$ cat config.mk
export PLATFORM = sky130hd
export DESIGN_NAME = ruta_de_datos_seg
export DESIGN_NICKNAME = d
export VERILOG_FILES = /design/src/rtl/ruta_de_datos_seg.sv
export SDC_FILE = /design/constraint.sdc
export NUM_CORES = 1
export LEC_CHECK = 0
export CELL_PAD_IN_SITES_DETAIL_PLACEMENT = 1
export CELL_PAD_IN_SITES_GLOBAL_PLACEMENT = 1
export CORE_MARGIN = 4
export CORE_UTILIZATION = 57
export CTS_BUF_LIST = sky130_fd_sc_hd__clkbuf_4 sky130_fd_sc_hd__clkbuf_8
export DETAILED_ROUTE_END_ITERATION = 6
export DONT_BUFFER_PORTS = 1
export PLACE_DENSITY = 0.86
export SYNTH_ARGS = -nofsm -noshare
export SYNTH_HDL_FRONTEND = slang
export SYNTH_SLANG_ARGS = --single-unit
$ cat constraint.sdc
create_clock -name clk -period 10 [get_ports clk]
set_input_delay 0.5 -clock clk [delete_from_list [all_inputs] [get_ports clk]]
set_output_delay 0.5 -clock clk [all_outputs]
set_load 0.02 [all_outputs]
$ cat src/rtl/ruta_de_datos_seg.sv
// Two-stage pipelined datapath: operand fetch with full bypass, then execute/writeback.
// The register file, EX stage and status flags all share one async active-low reset.
module ruta_de_datos_seg #(
  parameter int W  = 16,
  parameter int AW = 3
) (
  input  logic          clk,
  input  logic          rst_n,
  input  logic          en_i,
  input  logic          valid_i,
  input  logic [3:0]    fs_i,
  input  logic [AW-1:0] addr_d_i,
  input  logic [AW-1:0] addr_a_i,
  input  logic [AW-1:0] addr_b_i,
  input  logic          mb_select_i,
  input  logic          md_select_i,
  input  logic          rw_i,
  input  logic          fl_i,
  input  logic [W-1:0]  const_i,
  input  logic [W-1:0]  data_i,
  output logic [W-1:0]  bus_a_o,
  output logic [W-1:0]  bus_b_o,
  output logic [W-1:0]  bus_d_o,
  output logic          valid_ex_o,
  output logic          v_o,
  output logic          z_o,
  output logic          n_o,
  output logic          c_o
);

  localparam int NR = 2 ** AW;

  logic [W-1:0]  rf_q [NR];

  logic          valid_ex_q;
  logic [3:0]    fs_ex_q;
  logic [AW-1:0] addr_d_ex_q;
  logic          rw_ex_q;
  logic          md_ex_q;
  logic          fl_ex_q;
  logic [W-1:0]  data_ex_q;
  logic [W-1:0]  a_ex_q;
  logic [W-1:0]  b_ex_q;
  logic          v_q, z_q, n_q, c_q;

  logic [W-1:0]  a_d, b_d;
  logic          hit_a, hit_b;

  logic [W-1:0]  add_y;
  logic          add_cin;
  logic [W:0]    sum;
  logic [W-1:0]  f;
  logic          f_c, f_v;
  logic [W-1:0]  bus_d;

  // Functional unit: codes 0xxx share one adder, A + Y + cin.
  always_comb begin
    add_y   = '0;
    add_cin = 1'b0;
    case (fs_ex_q[2:0])
      3'b001:  add_cin = 1'b1;
      3'b010:  add_y = b_ex_q;
      3'b011:  begin add_y = b_ex_q;  add_cin = 1'b1; end
      3'b100:  add_y = ~b_ex_q;
      3'b101:  begin add_y = ~b_ex_q; add_cin = 1'b1; end
      3'b110:  add_y = '1;
      default: add_y = '0;
    endcase
    sum = {1'b0, a_ex_q} + {1'b0, add_y} + {{W{1'b0}}, add_cin};
    f   = sum[W-1:0];
    f_c = sum[W];
    f_v = (a_ex_q[W-1] == add_y[W-1]) && (f[W-1] != a_ex_q[W-1]);
    if (fs_ex_q[3]) begin
      f_c = 1'b0;
      f_v = 1'b0;
      case (fs_ex_q[2:0])
        3'b000:  f = a_ex_q & b_ex_q;
        3'b001:  f = a_ex_q | b_ex_q;
        3'b010:  f = a_ex_q ^ b_ex_q;
        3'b011:  f = ~a_ex_q;
        3'b101:  begin f = {1'b0, b_ex_q[W-1:1]}; f_c = b_ex_q[0]; end
        3'b110:  begin f = {b_ex_q[W-2:0], 1'b0}; f_c = b_ex_q[W-1]; end
        default: f = b_ex_q;
      endcase
    end
  end

  assign bus_d = md_ex_q ? data_ex_q : f;

  // Forward the EX result to a dependent op; a bubble in EX never forwards.
  always_comb begin
    hit_a = valid_ex_q && rw_ex_q && (addr_d_ex_q == addr_a_i);
    hit_b = valid_ex_q && rw_ex_q && (addr_d_ex_q == addr_b_i);
    a_d   = hit_a ? bus_d : rf_q[addr_a_i];
    if (mb_select_i)
      b_d = const_i;
    else
      b_d = hit_b ? bus_d : rf_q[addr_b_i];
  end

  always_ff @(posedge clk or negedge rst_n) begin
    if (!rst_n) begin
      for (int i = 0; i < NR; i++) rf_q[i] <= '0;
      valid_ex_q  <= 1'b0;
      fs_ex_q     <= '0;
      addr_d_ex_q <= '0;
      rw_ex_q     <= 1'b0;
      md_ex_q     <= 1'b0;
      fl_ex_q     <= 1'b0;
      data_ex_q   <= '0;
      a_ex_q      <= '0;
      b_ex_q      <= '0;
      v_q         <= 1'b0;
      z_q         <= 1'b0;
      n_q         <= 1'b0;
      c_q         <= 1'b0;
    end else if (en_i) begin
      if (valid_ex_q && rw_ex_q) rf_q[addr_d_ex_q] <= bus_d;
      if (valid_ex_q && fl_ex_q) begin
        v_q <= f_v;
        z_q <= (f == '0);
        n_q <= f[W-1];
        c_q <= f_c;
      end
      valid_ex_q  <= valid_i;
      fs_ex_q     <= fs_i;
      addr_d_ex_q <= addr_d_i;
      rw_ex_q     <= rw_i;
      md_ex_q     <= md_select_i;
      fl_ex_q     <= fl_i;
      data_ex_q   <= data_i;
      a_ex_q      <= a_d;
      b_ex_q      <= b_d;
    end
  end

  assign bus_a_o    = a_ex_q;
  assign bus_b_o    = b_ex_q;
  assign bus_d_o    = bus_d;
  assign valid_ex_o = valid_ex_q;
  assign v_o        = v_q;
  assign z_o        = z_q;
  assign n_o        = n_q;
  assign c_o        = c_q;

endmodule
==> run metrics <==
TritonCTS Sinks 191; routed via count 9938; most frequent cells in the layout dfrtp_1, mux2_2, nor2_1; Switch Pwr 1610 µW; initial DRC count 899; Hold Crit Class input pin to async pin; Setup TNS 0 ps; gr usage total 33.0%; Routed wire per std cell 28.4 µm; worst-path cell chain buf_4 -> and3_1 -> a211oi_1 -> fa_1 -> inv_1 -> fa_1 -> nor2b_2 -> o21bai_4 -> a311oi_4 -> o41ai_4 -> o22ai_1 -> a211oi_2; status finished, violations left; CTS H-tree depth 4; Num CTS Buffers 17; die area 24700 µm²; # fillers 2328; P_int 2020 µW; CP Launch Type flop; Core Rows 54; share of post-route cells with drive strength above 1 22.5%; Synth cell types 77; Final setup viols 0; final wirelength 40300 µm; total global routing overflow 0; Initial Utilization 58.0%; setup bufs post-CTS 0; max_cap viols 0; Pleak 0.00563 µW; Tmin final 5400 ps; Slew Viols, Final 0; switch share 44.4%; Via-to-Cell Ratio 7.00; fin area 13200 µm²; Setup crit end kind output pin; critical setup path kind flop to output pin; fin nets 1229; FF/Latch Area 4780 µm²; Placed Instance Area 12700 µm²; area of the multi-input gates 7260 µm²; Arr. time, crit path 4900 ps; initial antenna violation count 0; Slew HR 14.4%; post-DP HPWL 27600 µm; root buf cell clkbuf_8; Cell Pwr Density 275 nW/µm²; CTS Buffer Depth 2; Core Box Area 21900 µm²; clock power share 15.5%; Post-synth EDFFs 0; I/O Buffers 0; Post-CTS Hold Buffers 1; DIE HEIGHT 157 µm; post-synthesis sequential area ratio 37.7%; layout overhead on the synthesized area 3.80%; Critical Path Most Common Cell fa_1; clock slew at reported path FFs 120 ps; Mapped Cells 1198; asr flop ratio synth 100%; Top FF cell, synth dfrtp_1; Yosys Warn Count 0; fmax 0.185 GHz; n_diodes 0; Horiz. Die Dim 157 µm; Hold Fails Final Rpt 10; clk_skew 24.0 ps; CP max FO 52; Final Cycle Share 54.0%; syn nets 1300; final core occ 60.2%; Antenna Violating Nets Remaining 0; drt first pass iters 5; sequential power share 39.5%; # IOs 106; syn_area_per_cell 10.6 µm²; Worst Path Required 9500 ps; Least-Margin Pin Slew 1280 ps; post-CTS resize count 0; flops & latches, synth 191; vias in the first global route 10626; Logic pwr share 45.0%; Hold WS -41.8 ps; Slowest Stage Delay on Critical Path 1050 ps; worst skew pair latency 500 ps; critical path's slowest cell a211oi_2; first-pass GRT wire length 62800 µm; CTS tree yes; Placer Congestion 0.941; pin count of the biggest net entering global routing 192; mapped cell area 12700 µm²; failing checks hold timing; Residual DRC 0; most common cell after layout, fill and taps aside dfrtp_1; worst vdd ir 0.000112 V; unrepaired setup endpoints after global routing no
-- per-layer routing --
layer / track usage [%] / part of all wire (%) / vias to the layer above
li1: - / - / 4256
met3: 6.19 / 6.4 / 107
met4: 14.4 / 4.3 / 0
met1: 42.8 / 40 / 5183
met5: 0 / 0 / -
met2: 54.4 / 49 / 392
-- worst paths after layout --
check                              from      endpoint  slack (ps)  cells after the start
min reg2reg                data_ex_q[9]  data_ex_q[9]         520                      1
max in group asynchronous         rst_n      rf_q[43]        9130                      1
max reg2reg                  fs_ex_q[2]   bus_b_o[12]        5050                     14
min                               rst_n      rf_q[31]         -40                      1
min in group clk                   en_i    bus_b_o[0]         110                      1
max                          fs_ex_q[2]   bus_d_o[12]        4600                     12
-- metrics by stage --
step | cells | total power, µW | hold slack (ps) | worst slack (ps)
global placement | 1387 | 2880 | 215 | 5380
floorplan | 1198 | 2550 | 204 | 5570
detailed placement | 1387 | 3020 | 211 | 5230
CTS | 1420 | 3610 | 81.0 | 4650
global route | 1420 | 3830 | 98.7 | 4340
finish | 1420 | 3630 | -41.8 | 4600
-- Yosys cell counts, types with 9 or more instances --
cell type / instances / area share (%)
o21ai_0: 43 / 1.7
mux2_2: 105 / 9.3
ha_1: 47 / 4.6
dfrtp_1: 191 / 38
nor3_1: 12 / 0.47
o211ai_1: 19 / 1.1
nand2_1: 88 / 2.6
clkbuf_1: 64 / 1.9
inv_1: 51 / 1.5
o21ai_1: 11 / 0.43
o22ai_1: 9 / 0.44
mux4_2: 67 / 12
a21oi_1: 78 / 3.1
nor2b_1: 15 / 0.74
buf_2: 28 / 1.1
a31oi_1: 14 / 0.69
mux2i_1: 44 / 3.5
nand3_1: 14 / 0.55
nor2_1: 100 / 3.0
a211oi_1: 28 / 1.7
-- flip-flops by register name, summed over array words and instances (netlist names) --
register,flops
valid_ex_o,1
bus_a_o,16
z_o,1
md_ex_q,1
data_ex_q,16
n_o,1
rw_ex_q,1
fs_ex_q,4
addr_d_ex_q,3
c_o,1
v_o,1
bus_b_o,16
rf_q,128
fl_ex_q,1
-- final cells by class --
class	instances	area share (%)
flip-flops and latches	191	36.3
well taps	280	2.66
inverters	55	1.57
clock inverters	14	1.43
clock buffers	18	1.88
multi-input cells	846	55.1
repair buffers	16	1.06
-- power by group through the flow --
stage                     Combinational [µW]  Clock, µW  Sequential, µW
final                                   1630        561            1430
after global routing                    1760        598            1470
after CTS                               1620        562            1420
after detailed placement                1580          0            1430
after global placement                  1490          0            1380
after floorplan                         1250          0            1300
-- logic make-up (layout without fill, tap and decap cells) --
family | count (synthesis) | in the layout | share of synthesized area [%]
xor gates and xnor gates | 14 | 14 | 0.966
and+or+nand+nor | 269 | 269 | 9.51
DFF | 191 | 191 | 37.7
adders and majority gates | 49 | 49 | 4.95
buffers and inverters | 161 | 103 | 5.42
AOI/OAI and AO/OA | 286 | 286 | 15.6
muxes | 228 | 228 | 25.9
-- critical path, delay by kind of cell, from the launching register on --
| kind | cells | cell delay, ps |
|---|---|---|
| AO/OA/AOI/OAI | 6 | 2140 |
| AND/OR/NAND/NOR | 2 | 710 |
| adder cells (fa/ha/maj) | 2 | 650 |
| buffers and inverters | 2 | 520 |
| flip-flops | 1 | 340 |
No activity file was read; power rests on OpenSTA's default activity.
